`src/rtl/bus_bridge_m_uart_frame_ctrl_if.sv`:
```
// Purpose: bus-B request/response signals between the UART frame controller and the bus-B master.
// Latency: none, wires only.
// Backpressure: req_valid/req_ready for requests, resp_valid/resp_ready for responses.
//   master modport: the frame controller (issues requests, accepts responses)
//   slave modport : the bus-B master interface (accepts requests, returns responses)
interface bus_bridge_m_uart_frame_ctrl_if;
    logic        req_valid;
    logic        req_ready;
    logic [15:0] req_addr;
    logic [7:0]  req_wdata;
    logic        req_is_write;
    logic        resp_valid;
    logic        resp_ready;
    logic [7:0]  resp_rdata;
    logic        resp_is_write;

    modport master (
        output req_valid, req_addr, req_wdata, req_is_write, resp_ready,
        input  req_ready, resp_valid, resp_rdata, resp_is_write
    );

    modport slave (
        input  req_valid, req_addr, req_wdata, req_is_write, resp_ready,
        output req_ready, resp_valid, resp_rdata, resp_is_write
    );
endinterface

```
`src/rtl/bus_bridge_m_uart_frame_ctrl.sv`:
```
// Purpose: deframe 4-byte UART requests into one bus-B request, serialise the 2-byte response back.
// Latency: req_valid rises the cycle after the flags byte is detected; one transaction in flight.
// Backpressure: request held stable until req_ready; TX bytes wait for uart_tx_busy low.
// Ports:
//   clk, rst_n                         clock, async active-low reset
//   uart_rx_data/_ready, uart_ready_clr received byte, held flag, release pulse
//   uart_tx_busy, uart_wr_en, uart_data_in transmitter handshake and byte
//   bus (master modport)               bus-B request/response channel
//   frame_err_cnt                      saturating count of discarded frames
//   busy                               high whenever a frame is being handled
module bus_bridge_m_uart_frame_ctrl #(
    parameter int CLK_FREQ_HZ       = 50000000,
    parameter int RX_TIMEOUT_CYCLES = 20000,
    parameter int ERR_CNT_W         = 8
) (
    input  logic                          clk,
    input  logic                          rst_n,
    input  logic [7:0]                    uart_rx_data,
    input  logic                          uart_rx_ready,
    output logic                          uart_ready_clr,
    input  logic                          uart_tx_busy,
    output logic                          uart_wr_en,
    output logic [7:0]                    uart_data_in,
    bus_bridge_m_uart_frame_ctrl_if.master bus,
    output logic [ERR_CNT_W-1:0]          frame_err_cnt,
    output logic                          busy
);

    // The clock frequency only matters to whoever derives byte times; reject nonsense values.
    if (CLK_FREQ_HZ < 1 || RX_TIMEOUT_CYCLES < 2 || ERR_CNT_W < 1) begin : g_param_check
        $error("bus_bridge_m_uart_frame_ctrl: illegal parameter value");
    end

    localparam int TO_W = $clog2(RX_TIMEOUT_CYCLES);
    localparam logic [TO_W-1:0] TO_LAST = TO_W'(RX_TIMEOUT_CYCLES - 1);

    typedef enum logic [3:0] {
        RX_ADDR_L,
        RX_ADDR_H,
        RX_DATA,
        RX_FLAGS,
        REQ_ISSUE,
        WAIT_RESP,
        TX_RDATA,
        TX_WAIT_RDATA,
        TX_FLAGS,
        TX_WAIT_FLAGS
    } state_t;

    state_t          state_q, state_d;
    logic            rx_ready_q;
    logic            rx_pulse;
    logic [TO_W-1:0] to_cnt;
    logic            to_expired;
    logic            seen_busy_q;

    logic [7:0] addr_l_q, addr_h_q, wdata_q, rdata_q;
    logic       is_write_q, resp_wr_q;

    logic       ld_addr_l, ld_addr_h, ld_wdata, ld_flags, ld_resp;
    logic       err_inc, to_tick, tx_fire;
    logic [7:0] tx_byte;

    // A held rx byte is consumed once, on the cycle its ready level first appears.
    assign rx_pulse   = uart_rx_ready & ~rx_ready_q;
    assign to_expired = (to_cnt == TO_LAST) & ~rx_pulse;

    always_ff @(posedge clk or negedge rst_n) begin
        if (!rst_n) begin
            state_q <= RX_ADDR_L;
        end else begin
            state_q <= state_d;
        end
    end

    always_comb begin
        state_d   = state_q;
        ld_addr_l = 1'b0;
        ld_addr_h = 1'b0;
        ld_wdata  = 1'b0;
        ld_flags  = 1'b0;
        ld_resp   = 1'b0;
        err_inc   = 1'b0;
        to_tick   = 1'b0;
        tx_fire   = 1'b0;
        tx_byte   = 8'h00;
        unique case (state_q)
            RX_ADDR_L: begin
                if (rx_pulse) begin
                    ld_addr_l = 1'b1;
                    state_d   = RX_ADDR_H;
                end
            end
            RX_ADDR_H: begin
                to_tick = 1'b1;
                if (rx_pulse) begin
                    ld_addr_h = 1'b1;
                    state_d   = RX_DATA;
                end else if (to_expired) begin
                    err_inc = 1'b1;
                    state_d = RX_ADDR_L;
                end
            end
            RX_DATA: begin
                to_tick = 1'b1;
                if (rx_pulse) begin
                    ld_wdata = 1'b1;
                    state_d  = RX_FLAGS;
                end else if (to_expired) begin
                    err_inc = 1'b1;
                    state_d = RX_ADDR_L;
                end
            end
            RX_FLAGS: begin
                to_tick = 1'b1;
                if (rx_pulse) begin
                    // Only bit0 carries meaning; anything else marks a corrupt frame.
                    if (|uart_rx_data[7:1]) begin
                        err_inc = 1'b1;
                        state_d = RX_ADDR_L;
                    end else begin
                        ld_flags = 1'b1;
                        state_d  = REQ_ISSUE;
                    end
                end else if (to_expired) begin
                    err_inc = 1'b1;
                    state_d = RX_ADDR_L;
                end
            end
            REQ_ISSUE: begin
                if (bus.req_ready) state_d = WAIT_RESP;
            end
            WAIT_RESP: begin
                if (bus.resp_valid) begin
                    ld_resp = 1'b1;
                    state_d = TX_RDATA;
                end
            end
            TX_RDATA: begin
                if (!uart_tx_busy) begin
                    tx_fire = 1'b1;
                    tx_byte = rdata_q;
                    state_d = TX_WAIT_RDATA;
                end
            end
            TX_WAIT_RDATA: begin
                // Busy may rise late after wr_en; wait for a full busy high->low.
                if (seen_busy_q && !uart_tx_busy) state_d = TX_FLAGS;
            end
            TX_FLAGS: begin
                if (!uart_tx_busy) begin
                    tx_fire = 1'b1;
                    tx_byte = {7'b0, resp_wr_q};
                    state_d = TX_WAIT_FLAGS;
                end
            end
            TX_WAIT_FLAGS: begin
                if (seen_busy_q && !uart_tx_busy) state_d = RX_ADDR_L;
            end
            default: state_d = RX_ADDR_L;
        endcase
    end

    always_ff @(posedge clk or negedge rst_n) begin
        if (!rst_n) begin
            rx_ready_q     <= 1'b0;
            uart_ready_clr <= 1'b0;
            to_cnt         <= '0;
            seen_busy_q    <= 1'b0;
            addr_l_q       <= 8'h00;
            addr_h_q       <= 8'h00;
            wdata_q        <= 8'h00;
            is_write_q     <= 1'b0;
            rdata_q        <= 8'h00;
            resp_wr_q      <= 1'b0;
            uart_wr_en     <= 1'b0;
            uart_data_in   <= 8'h00;
            frame_err_cnt  <= '0;
        end else begin
            rx_ready_q     <= uart_rx_ready;
            // Release every detected byte, even ones dropped outside the RX states.
            uart_ready_clr <= rx_pulse;

            // Counting only while mid-frame also clears it on the way into RX_ADDR_L.
            if (to_tick && !rx_pulse && !to_expired) begin
                to_cnt <= to_cnt + 1'b1;
            end else begin
                to_cnt <= '0;
            end

            if (ld_addr_l) addr_l_q   <= uart_rx_data;
            if (ld_addr_h) addr_h_q   <= uart_rx_data;
            if (ld_wdata)  wdata_q    <= uart_rx_data;
            if (ld_flags)  is_write_q <= uart_rx_data[0];
            if (ld_resp) begin
                rdata_q   <= bus.resp_rdata;
                resp_wr_q <= bus.resp_is_write;
            end

            if (tx_fire) begin
                seen_busy_q <= 1'b0;
            end else if ((state_q == TX_WAIT_RDATA || state_q == TX_WAIT_FLAGS) && uart_tx_busy) begin
                seen_busy_q <= 1'b1;
            end

            uart_wr_en <= tx_fire;
            if (tx_fire) uart_data_in <= tx_byte;

            if (err_inc && !(&frame_err_cnt)) frame_err_cnt <= frame_err_cnt + 1'b1;
        end
    end

    assign bus.req_valid    = (state_q == REQ_ISSUE);
    assign bus.req_addr     = {addr_h_q, addr_l_q};
    assign bus.req_wdata    = wdata_q;
    assign bus.req_is_write = is_write_q;
    assign bus.resp_ready   = (state_q == WAIT_RESP);
    assign busy             = (state_q != RX_ADDR_L);

endmodule
```
`src/flat_wrapper.sv`:
```
// flat-port wrapper written by rule: the top's interface ports become plain ports
module bus_bridge_m_uart_frame_ctrl_flat 
#(
    parameter int CLK_FREQ_HZ       = 50000000,
    parameter int RX_TIMEOUT_CYCLES = 20000,
    parameter int ERR_CNT_W         = 8
)
  (clk, rst_n, uart_rx_data, uart_rx_ready, uart_ready_clr, uart_tx_busy, uart_wr_en, uart_data_in, frame_err_cnt, busy, bus_req_valid, bus_req_addr, bus_req_wdata, bus_req_is_write, bus_resp_ready, bus_req_ready, bus_resp_valid, bus_resp_rdata, bus_resp_is_write);
  bus_bridge_m_uart_frame_ctrl_if bus_i ();
  input  logic clk;
  input  logic rst_n;
  input  logic [7:0] uart_rx_data;
  input  logic uart_rx_ready;
  output logic uart_ready_clr;
  input  logic uart_tx_busy;
  output logic uart_wr_en;
  output logic [7:0] uart_data_in;
  output logic [ERR_CNT_W-1:0] frame_err_cnt;
  output logic busy;
  output wire logic [$bits(bus_i.req_valid)-1:0] bus_req_valid;
  output wire logic [$bits(bus_i.req_addr)-1:0] bus_req_addr;
  output wire logic [$bits(bus_i.req_wdata)-1:0] bus_req_wdata;
  output wire logic [$bits(bus_i.req_is_write)-1:0] bus_req_is_write;
  output wire logic [$bits(bus_i.resp_ready)-1:0] bus_resp_ready;
  input wire logic [$bits(bus_i.req_ready)-1:0] bus_req_ready;
  input wire logic [$bits(bus_i.resp_valid)-1:0] bus_resp_valid;
  input wire logic [$bits(bus_i.resp_rdata)-1:0] bus_resp_rdata;
  input wire logic [$bits(bus_i.resp_is_write)-1:0] bus_resp_is_write;
  assign bus_req_valid = bus_i.req_valid;
  assign bus_req_addr = bus_i.req_addr;
  assign bus_req_wdata = bus_i.req_wdata;
  assign bus_req_is_write = bus_i.req_is_write;
  assign bus_resp_ready = bus_i.resp_ready;
  assign bus_i.req_ready = bus_req_ready;
  assign bus_i.resp_valid = bus_resp_valid;
  assign bus_i.resp_rdata = bus_resp_rdata;
  assign bus_i.resp_is_write = bus_resp_is_write;
  bus_bridge_m_uart_frame_ctrl #(.CLK_FREQ_HZ(CLK_FREQ_HZ), .RX_TIMEOUT_CYCLES(RX_TIMEOUT_CYCLES), .ERR_CNT_W(ERR_CNT_W)) u_core (.clk(clk), .rst_n(rst_n), .uart_rx_data(uart_rx_data), .uart_rx_ready(uart_rx_ready), .uart_ready_clr(uart_ready_clr), .uart_tx_busy(uart_tx_busy), .uart_wr_en(uart_wr_en), .uart_data_in(uart_data_in), .bus(bus_i), .frame_err_cnt(frame_err_cnt), .busy(busy));
endmodule
```
`config.mk`:
```
export PLATFORM = sky130hd
export DESIGN_NAME = bus_bridge_m_uart_frame_ctrl_flat
export DESIGN_NICKNAME = d
export VERILOG_FILES = /design/src/rtl/bus_bridge_m_uart_frame_ctrl_if.sv /design/src/rtl/bus_bridge_m_uart_frame_ctrl.sv /design/src/flat_wrapper.sv
export SDC_FILE = /design/constraint.sdc
export NUM_CORES = 1
export LEC_CHECK = 0
export CAP_MARGIN = 10
export CORE_ASPECT_RATIO = 0.5
export CORE_MARGIN = 4
export CORE_UTILIZATION = 50
export CTS_BUF_LIST = sky130_fd_sc_hd__clkbuf_16
export DETAILED_ROUTE_END_ITERATION = 8
export PLACE_DENSITY = 0.79
export SLEW_MARGIN = 25
export SYNTH_ARGS = -nofsm -noshare
export SYNTH_HDL_FRONTEND = slang
export SYNTH_SLANG_ARGS = --single-unit
```
`constraint.sdc`:
```
create_clock -name clk -period 2.4 [get_ports clk]
set_input_delay 0.48 -clock clk [delete_from_list [all_inputs] [get_ports clk]]
set_output_delay 0.48 -clock clk [all_outputs]
set_load 0.005 [all_outputs]
```
Word-level counts from Yosys, hierarchy flattened --
Cells that the tools add are included.
Word-level totals: bits in registers 73, input port bits 23, output and inout bits 46
Operators by class: $add $sub $neg 2, equal/unequal tests 17, multiplexer cells 36, bitwise gates (word level) 4, reductions and logical operators 19
Operator list (count):
- $mux 4 | 11
- $pmux 4 s10 | 1
- $mux 1 | 19
- $eq 4x3->1 const B | 4
- $pmux 8 s2 | 1
- $add 15x1->15 const B | 1
- $eq 15x15->1 const B | 1
- $mux 15 | 1
- $ne 2x1->1 const B | 5
- $add 8x1->8 const B | 1
- $eq 4x2->1 const B | 2
- $eq 4x4->1 const B | 2
- $mux 8 | 1
- $reduce_and 8->1 | 1
- $reduce_and 7->1 | 1
- $reduce_or 7->1 | 1
- $logic_and 1x1->1 | 5
- $eq 4x1->1 const B | 1
- $logic_not 1->1 | 4
- $logic_not 4->1 | 1
- $ne 2x2->1 const B | 2
- $reduce_bool 4->1 | 1
- $reduce_or 2->1 | 2
- $mux 3 | 1
- other kinds (6) | 8

Longest topological paths before layout --
Gate-level depths: netlist of run 1.
depth after elaboration 8, mapped depth 7, gate-level depth less buffers 6

Worst setup path after synthesis of run 1 --
OpenSTA, ideal clock, no wires.
kind register to register, from reg, netlist name u_core.to_cnt[5], to reg u_core.addr_h_q[0], arrival 1895 ps, required time 2275 ps, setup slack 380 ps, cell stages (with the launch flop) 7, buffers on the path 1, period minus slack after synthesis 2020 ps, cells stage by stage dfrtp_1 > or4_4 > nor4_4 > a211oi_1 > o211a_1 > buf_6 > mux2_4
RTL lines:
- end signal: assignment | line bus_bridge_m_uart_frame_ctrl.sv:192 | if (ld_addr_h) addr_h_q <= uart_rx_data;
- end: declaration | line bus_bridge_m_uart_frame_ctrl.sv:57 | logic [7:0] addr_l_q, addr_h_q, wdata_q, rdata_q;

Worst setup path after layout of run 1 --
from reg u_core.state_q[2], to out bus_resp_ready
Between the ends: longest elaborated chain between the ends 1
RTL lines:
- start: declaration | line bus_bridge_m_uart_frame_ctrl.sv:50 | state_t state_q, state_d;
- start signal: assignment | line bus_bridge_m_uart_frame_ctrl.sv:72 | state_q <= state_d;
- $eq 4x3->1 | line bus_bridge_m_uart_frame_ctrl.sv:217 | assign bus.resp_ready = (state_q == WAIT_RESP);
- end: declaration | line flat_wrapper.sv:24 | output wire logic [$bits(bus_i.resp_ready)-1:0] bus_resp_ready;
No other way between the ends.

==> flow_summary.json, run 1 <==
{
  "dieWidth_um": 121,
  "pin_count": 69,
  "start_util_pct": 52.2,
  "fin_cells": 434,
  "antenna_found_initial": 0,
  "area_growth_pct": 35.6,
  "fp.coreArea_um2": 6160,
  "dieArea_um2": 7860,
  "synth_top_area_share_pct": 56.8,
  "drv_cap": 0,
  "hold_class": "in -> async",
  "max-vdd-ir-drop_uv": 780,
  "drcViolationCount": 0,
  "worstPathRequired_ns": 1.92,
  "tightestPinTransition_ns": 0.892,
  "ys_seq_elements": 73,
  "switchingPower_mw": 1.29,
  "ys_top_cells_by_count": "73 x dfrtp_1, 28 x mux2_2, 25 x nor2_1, 15 x xor2_1, 13 x nand2_1",
  "gp_congestion": 0.829,
  "drive_above_1_share_pct": 19.4,
  "post-place-cells": 419,
  "placementRows": 20,
  "ant_nets": 0,
  "synth_top_cell_by_area": "dfrtp_1",
  "drtIter0Drc": 104,
  "diodes": 0,
  "clkLatencyLatePin_ns": 0.33,
  "hpwlAfterDp_mm": 5.04,
  "crit_type": "reg -> out",
  "finalWirelength_mm": 7.36,
  "cts.htree.levels": 3,
  "final_nets": 367,
  "cp-end-kind": "output port",
  "min_period_ns": 2.37,
  "setup_viol": 0,
  "wl_per_cell_um": 17.0,
  "yosys_warnings": 0,
  "combPwrFrac_pct": 30.6,
  "skew_ns": 0.00643,
  "crit_slowest_cell": "clkdlybuf4s50_1",
  "async_flop_share_pct": 100,
  "arrival_ns": 1.89,
  "period_share_pct": 98.8,
  "cts_tree": "built",
  "intPower_mw": 3.45,
  "slew_headroom_pct": 40.1,
  "grt_first_pass_wirelength_mm": 12.0,
  "final_util_pct": 70.8,
  "viasPerCell": 5.47,
  "p_total_mw": 4.74,
  "die_h_um": 64.7,
  "cts_buffers": 9,
  "clock_sinks": 73,
  "synth_ff_type": "dfrtp_1",
  "cts-root-buf": "clkbuf_16",
  "grt_overflow_total": 0,
  "worst_path_largest_cell_delay_ns": 0.51,
  "critPathLaunchType": "register",
  "crit_chain": "nor2b_1, and2_1, clkdlybuf4s50_1",
  "syn-num-nets": 288,
  "nFillCells": 460,
  "vias": 2374,
  "netlist_instances": 263,
  "netlist_area_um2": 3220,
  "io_buffers": 68,
  "max_freq_mhz": 422,
  "synth_edf_count": 0,
  "cts_hold_buffers": 0,
  "ys_seq_area_share_pct": 56.8,
  "grt.total_usage_pct": 19.8,
  "post-synth-top-count-cell": "dfrtp_1",
  "rsz0062_at_grt": "true",
  "dpl_cell_area_um2": 4020,
  "fin_area_um2": 4360,
  "outcome": "finished, final reports clean",
  "cts.clk_slew.worst_paths_ns": 0.06,
  "power_leakage_nw": 1.95,
  "power_frac_seq_pct": 37.7,
  "worst-path-max-fanout": 14,
  "cts_buffer_depth": 2,
  "postCtsSetupBuffers": 0,
  "grt_max_degree": 27,
  "p_clk_share_pct": 31.8,
  "finalHoldViolCount": 0,
  "p_sw_share_pct": 27.3,
  "synth.area.top_cells": "dfrtp_1 57%, mux2_2 9.8%, xor2_1 4.1%",
  "drt-pass1-iter-count": 4,
  "slew_violations": 0,
  "synth.distinct_cells": 43,
  "syn_avg_cell_area_um2": 12.2,
  "grt_pass1_vias": 2433,
  "p_per_area_nw_per_um2": 1090
}
[routing by layer]
layer / vias up / part of all wire [%] / wire length, µm / track usage [%]
met4: 0 / 0.69 / 51 / 5.59
met3: 7 / 5.1 / 377 / 7.41
met5: - / 0 / 0 / 0
met2: 67 / 53 / 3890 / 35.2
met1: 1207 / 41 / 3040 / 22.5
li1: 1093 / - / - / -
[critical path, delay by kind of cell (launching register included)]
family | cells | cell delay, ns
buf+inv | 1 | 0.51
flops | 1 | 0.50
simple gates | 2 | 0.55
[area by class of cell]
cell class	instances	area [µm²]	share of cell area [%]
inverter	5	18.8	0.431
clock inverter	6	109	2.50
multi-input combinational	176	1330	30.4
clock buffer	9	225	5.17
sequential	73	1830	41.9
tap	88	110	2.53
timing repair buffer	77	743	17.0
[what timing repair did]
action / in CTS / in global routing
setup endpoints to repair: 1 / 1
gates cloned: 0 / 0
resized for setup: 1 / 0
[power groups by stage]
stage	sequential (mW)	combinational (mW)	clock, mW
global route	1.82	1.57	1.59
CTS	1.78	1.46	1.54
detailed placement	1.79	1.44	0
global placement	1.77	1.38	0
floorplan	1.76	0.691	0
finish	1.79	1.45	1.51
[cell families after synthesis]
logic type	share of synthesized area [%]
DFF	56.8
AOI/OAI and AO/OA	7.78
muxes	13.5
buffers and inverters	1.98
xor gates and xnor gates	5.45
adders and majority gates	0.778
and+or+nand+nor	13.7
[flip-flops by register name, indices dropped and copies added, names as in the netlist, 4 cells and up]
name,count
u_core.addr_l_q,8
u_core.state_q,4
u_core.frame_err_cnt,8
u_core.bus.req_wdata,8
u_core.uart_data_in,8
u_core.rdata_q,8
u_core.to_cnt,15
u_core.addr_h_q,8
[placed cells by master, fill, tap and decap left out, types with 3 or more instances in the layout]
master,instances
nand2b_1,3
a22o_1,7
or3_1,3
xnor2_1,5
nand3_1,9
xor2_1,15
inv_1,5
dfrtp_1,72
nor2_1,25
o21ai_0,6
nor3_1,6
nor4_1,4
nand4_1,4
and3_1,3
bufinv_16,3
mux2_4,8
clkdlybuf4s50_1,67
nor2b_1,3
a21oi_1,9
mux2_2,28
buf_4,9
clkbuf_16,9
nand2_1,13
[through the flow]
step	setup WS (ns)	hold slack, ns	setup TNS, ns
2_1_floorplan	0.380	0.184	0
3_3_place_gp	-0.0333	0.466	-0.262
3_5_place_dp	-0.115	0.479	-0.859
4_1_cts	0.0289	0.133	0
5_1_grt	-0.000390	0.167	-0.000390
6_report	0.0300	0.135	0
[worst paths after layout]
path,from,endpoint,slack (ns),cells after the start
setup / recovery,u_core.state_q[2]$_DFFE_PN0P_,bus_resp_ready,0.03,3
setup reg to reg,u_core.to_cnt[5]$_DFF_PN0_,u_core.addr_h_q[3]$_DFFE_PN0P_,0.11,5
max in group asynchronous,rst_n,u_core.uart_data_in[5]$_DFFE_PN0P_,1.50,2
hold reg to reg,u_core.rdata_q[7]$_DFFE_PN0P_,u_core.uart_data_in[7]$_DFFE_PN0P_,0.49,1
hold / removal,rst_n,u_core.addr_h_q[0]$_DFFE_PN0P_,0.13,1
min in group clk,u_core.rdata_q[7]$_DFFE_PN0P_,u_core.uart_data_in[7]$_DFFE_PN0P_,0.49,1
(Power assumes the default switching activity.)
==> inputs of run 2 (changes only) <==
CTS_BUF_LIST = not set   (was sky130_fd_sc_hd__clkbuf_16)
==> run 2 against run 1 <==
  * Hold slack lost 0.0043 ns
  * Register-to-register slack is essentially flat
  * Combinational power is essentially flat
  * Sequential power is essentially flat
  * Die area is the same
  * Clock power is essentially flat
  * Sequential share of layout area is the same
  * First-iteration DRC count shrank 1.9%
  * Design area is the same
  * Fmax grew 0.23%
  * Core utilization is the same
  * Clock skew is essentially flat
  * Largest cell class unchanged
  * Largest power group unchanged
==> flow_summary.json, run 2 (synthesis results as in run 1) <==
{
  "outcome": "finished, final reports clean",
  "gp_congestion": 0.829,
  "io_buffers": 68,
  "pin_count": 69,
  "cts_tree": "built",
  "cts_buffers": 9,
  "fin_area_um2": 4360,
  "hold_class": "in -> async",
  "grt_first_pass_wirelength_mm": 12.0,
  "drt-pass1-iter-count": 5,
  "dieWidth_um": 121,
  "worstReg2RegEnd": "u_core.addr_h_q[3]$_DFFE_PN0P_",
  "diodes": 0,
  "grt_overflow_total": 0,
  "drtIter0Drc": 102,
  "area_growth_pct": 35.6,
  "antenna_found_initial": 0,
  "final_nets": 367,
  "min_period_ns": 2.36,
  "clock_sinks": 73,
  "reg2regPathDepth": 5,
  "r2r-start": "u_core.to_cnt[5]$_DFF_PN0_",
  "dpl_cell_area_um2": 4020,
  "largest_reg_flops": 15,
  "setup_viol": 0,
  "period_share_pct": 98.5,
  "crit_type": "reg -> out",
  "clkLatencyLatePin_ns": 0.34,
  "startpoint": "u_core.state_q[2]$_DFFE_PN0P_",
  "placementRows": 20,
  "layout_commonest_cell": "dfrtp_1",
  "regMostFlops": "u_core.to_cnt",
  "viasPerCell": 5.45,
  "wl_per_cell_um": 16.9,
  "dieArea_um2": 7860,
  "tightestPinTransition_ns": 0.892,
  "cts.htree.levels": 3,
  "finalHoldViolCount": 0,
  "final_cell_mix": "72 x dfrtp_1, 67 x clkdlybuf4s50_1, 28 x mux2_2",
  "p_per_area_nw_per_um2": 1090,
  "finalWirelength_mm": 7.32,
  "cts-root-buf": "clkbuf_16",
  "cp-end-kind": "output port",
  "grt.total_usage_pct": 19.8,
  "start_util_pct": 52.2,
  "rsz0062_at_grt": "true",
  "grt_pass1_vias": 2433,
  "worstPathRequired_ns": 1.92,
  "hpwlAfterDp_mm": 5.04,
  "grt_max_degree": 27,
  "drive_above_1_share_pct": 19.4,
  "arrival_ns": 1.88,
  "setup_slack_ns": 0.0355,
  "slew_headroom_pct": 40.1,
  "critPathLaunchType": "register",
  "cts.clk_slew.worst_paths_ns": 0.06,
  "drv_cap": 0,
  "die_h_um": 64.7,
  "r2r_slack_ns": 0.11,
  "tns_ns": 0,
  "max-vdd-ir-drop_uv": 780,
  "drcViolationCount": 0,
  "cts_buffer_depth": 2,
  "crit_end": "bus_resp_ready",
  "pre_cts_slack_ns": -0.115,
  "cts_hold_buffers": 0,
  "fp.coreArea_um2": 6160,
  "skew_ns": 0.00638,
  "postCtsSetupBuffers": 0,
  "worst-path-max-fanout": 14,
  "max_freq_mhz": 423,
  "ant_nets": 0,
  "power_leakage_nw": 1.94,
  "slew_violations": 0,
  "vias": 2365
}
==> run 2: changes by cell type in the layout (fill, tap and decap cells not counted) <==
cell / previous run / this run
clkbuf_1: 0 / 1
inv_1: 5 / 4
==> run 2: cell type report <==
type | instances | area (µm²)
clock buffers | 10 | 229
inverters | 5 | 18.8
repair buffers | 77 | 743
well taps | 88 | 110
multi-input cells | 176 | 1330
fillers | 460 | 1800
flip-flops and latches | 73 | 1830
clock inverters | 5 | 105
==> run 2: worst min-delay path by stage <==
stage | slack, ns | to | startpoint | cells past startpoint
floorplan | 0.18 | u_core.addr_h_q[0]$_DFFE_PN0P_ | rst_n | 0
global placement | 0.47 | u_core.uart_data_in[5]$_DFFE_PN0P_ | u_core.rdata_q[5]$_DFFE_PN0P_ | 1
detailed placement | 0.48 | u_core.uart_data_in[7]$_DFFE_PN0P_ | u_core.rdata_q[7]$_DFFE_PN0P_ | 1
CTS | 0.13 | u_core.addr_h_q[0]$_DFFE_PN0P_ | rst_n | 1
global route | 0.17 | u_core.addr_h_q[0]$_DFFE_PN0P_ | rst_n | 1
finish | 0.13 | u_core.addr_h_q[0]$_DFFE_PN0P_ | rst_n | 1
==> run 2: per-stage QoR <==
step	util, %	total power [mW]	instances	hold slack [ns]
3_5_place_dp	65.4	3.23	419	0.479
5_1_grt	70.8	4.99	434	0.167
4_1_cts	70.8	4.79	434	0.133
6_report	70.8	4.74	434	0.130
2_1_floorplan	-	2.45	263	0.184
3_3_place_gp	65.4	3.15	419	0.466
==> run 2: what timing repair did <==
action                     4_1_cts  5_1_grt
gates cloned                     0        0
setup endpoints to repair        1        1
pin swaps                        0        0
resized for setup                1        0
==> run 2: worst max-delay path: stages (launching register included) <==
cell	delay (ns)
dfrtp_2	0.50
nor2b_1	0.33
and2_1	0.21
clkdlybuf4s50_1	0.51
==> run 2: where the power goes <==
part | total [mW] | switching (mW) | internal, mW
Combinational | 1.45 | 0.547 | 0.900
Sequential | 1.78 | 0.242 | 1.54
Clock | 1.51 | 0.504 | 1.01
==> run 2: routing by layer <==
layer,global-route usage (%),routed length (µm),vias to the layer above
met5,0,0,-
met4,5.59,110,0
met3,7.41,357,14
met2,35.2,3840,58
met1,22.5,3010,1199
li1,-,-,1094
==> inputs of run 3 (changes only) <==
GPL_TIMING_DRIVEN = 0   (was not set)
==> run 3 against run 2 <==
  * Clock skew is 0.0033 ns lower
  * Die area unchanged
  * Via count fell by 1.4%
  * Routed wire length is 4.4% lower
  * Register-to-register slack better by 0.11 ns
  * Design area is 0.20% higher
  * Total power decreased by 0.23%
  * Clock power barely moved
  * Core utilization rose by 0.14 points
  * Critical path depth is 1 higher
  * Hold slack worse by 0.053 ns
  * Sequential cell count stayed put
  * Critical path type unchanged
  * Highest routed layer unchanged
==> flow_summary.json, run 3 (synthesis results as in run 1) <==
{
  "outcome": "finished, final reports clean",
  "grt_overflow_total": 0,
  "fin_area_um2": 4370,
  "ant_nets": 0,
  "dieArea_um2": 7860,
  "grt.total_usage_pct": 19.6,
  "final_cell_mix": "73 x dfrtp_1, 67 x clkdlybuf4s50_1, 28 x mux2_2",
  "fin_cells": 435,
  "final_util_pct": 71.0,
  "power_leakage_nw": 1.95,
  "max_freq_mhz": 436,
  "io_buffers": 68,
  "post-place-cells": 420,
  "layout_commonest_cell": "dfrtp_1",
  "start_util_pct": 52.2,
  "drt-pass1-iter-count": 4,
  "diodes": 0,
  "slew_violations": 0,
  "drtIter0Drc": 91,
  "worstPathRequired_ns": 1.92,
  "placementRows": 20,
  "setup_viol": 0,
  "finalHoldViolCount": 0,
  "crit_slowest_cell": "clkdlybuf4s50_1",
  "max-vdd-ir-drop_uv": 748,
  "gp_congestion": 0.894,
  "crit_type": "reg -> out",
  "p_total_mw": 4.73,
  "rsz0062_at_grt": "false",
  "tightestPinTransition_ns": 0.932,
  "startpoint": "u_core.state_q[3]$_DFFE_PN0P_",
  "cts.htree.levels": 3,
  "largest_reg_flops": 15,
  "pin_count": 69,
  "die_h_um": 64.7,
  "hpwlAfterDp_mm": 4.94,
  "period_share_pct": 95.5,
  "path_delay_family": "buffers and inverters",
  "cts.clk_slew.worst_paths_ns": 0.06,
  "finalWirelength_mm": 6.99,
  "drcViolationCount": 0,
  "worst-path-max-fanout": 10,
  "min_period_ns": 2.29,
  "final_nets": 367,
  "skew_ns": 0.00312,
  "dpl_cell_area_um2": 4020,
  "hold_class": "in -> async",
  "cts_buffers": 9,
  "area_growth_pct": 35.8,
  "r2r-start": "u_core.to_cnt[5]$_DFF_PN0_",
  "nFillCells": 444,
  "vias": 2333,
  "arrival_ns": 1.81,
  "cts-root-buf": "clkbuf_16",
  "drv_cap": 0,
  "viasPerCell": 5.36,
  "clock_sinks": 73,
  "wl_per_cell_um": 16.1,
  "worst_path_largest_cell_delay_ns": 0.47,
  "crit_chain": "buf_2, nor2_1, nand2_1, clkdlybuf4s50_1",
  "fp.coreArea_um2": 6160,
  "regMostFlops": "u_core.to_cnt",
  "dieWidth_um": 121,
  "grt_max_degree": 44,
  "p_per_area_nw_per_um2": 1080,
  "path_buf_inv": 2,
  "drive_above_1_share_pct": 18.7,
  "cts_hold_buffers": 0,
  "critPathLaunchType": "register",
  "grt_pass1_vias": 2464,
  "grt_first_pass_wirelength_mm": 12.0,
  "antenna_found_initial": 0,
  "cp-end-kind": "output port",
  "slew_headroom_pct": 37.4,
  "cts_tree": "built",
  "clkLatencyLatePin_ns": 0.34,
  "cts_buffer_depth": 2
}
[run 3: report_power, final]
part / internal [mW] / leakage [nW] / total [mW] / switching (mW)
Combinational: 0.891 / 0.838 / 1.42 / 0.524
Sequential: 1.54 / 0.948 / 1.79 / 0.244
Clock: 1.01 / 0.162 / 1.53 / 0.518
[run 3: area by class of cell]
class	instances	area, µm²	share of cell area [%]
inverter	5	18.8	0.430
multi-input combinational	176	1330	30.3
timing repair buffer	69	698	16.0
clock buffer	9	225	5.16
buffer	8	45.0	1.03
clock inverter	7	119	2.72
tap	88	110	2.52
sequential	73	1830	41.8
[run 3: final timing paths]
path / depth (start not counted) / end / slack [ns]
hold reg to reg: 1 / u_core.frame_err_cnt[5]$_DFFE_PN0P_ / 0.49
setup / recovery: 4 / busy / 0.11
min in group clk: 1 / u_core.frame_err_cnt[5]$_DFFE_PN0P_ / 0.49
setup reg to reg: 5 / u_core.frame_err_cnt[1]$_DFFE_PN0P_ / 0.22
max in group asynchronous: 2 / u_core.frame_err_cnt[1]$_DFFE_PN0P_ / 1.77
hold / removal: 1 / u_core.frame_err_cnt[0]$_DFFE_PN0P_ / 0.08
[run 3: per-layer routing]
metal / up-vias / global-route usage (%) / wire [µm]
li1: 1098 / - / -
met1: 1179 / 23.8 / 3050
met2: 48 / 32.9 / 3470
met3: 8 / 8.20 / 392
met4: 0 / 4.47 / 78
met5: - / 0 / 0
[run 3: what timing repair did]
item | 4_1_cts | 5_1_grt
setup endpoints to repair | 0 | 1
gates resized for setup | 0 | 4
hold endpoints to repair | 0 | 0
setup buffers | 0 | 0
[run 3: metrics by stage]
| stage | TNS, ns | hold WS [ns] | setup slack (ns) |
|---|---|---|---|
| 2_1_floorplan | 0 | 0.184 | 0.380 |
| 3_3_place_gp | -106.77 | 0.466 | -1.47 |
| 3_5_place_dp | -0.0314 | 0.445 | -0.0314 |
| 4_1_cts | 0 | 0.0843 | 0.00734 |
| 5_1_grt | 0 | 0.0968 | 0.00569 |
| 6_report | 0 | 0.0774 | 0.107 |
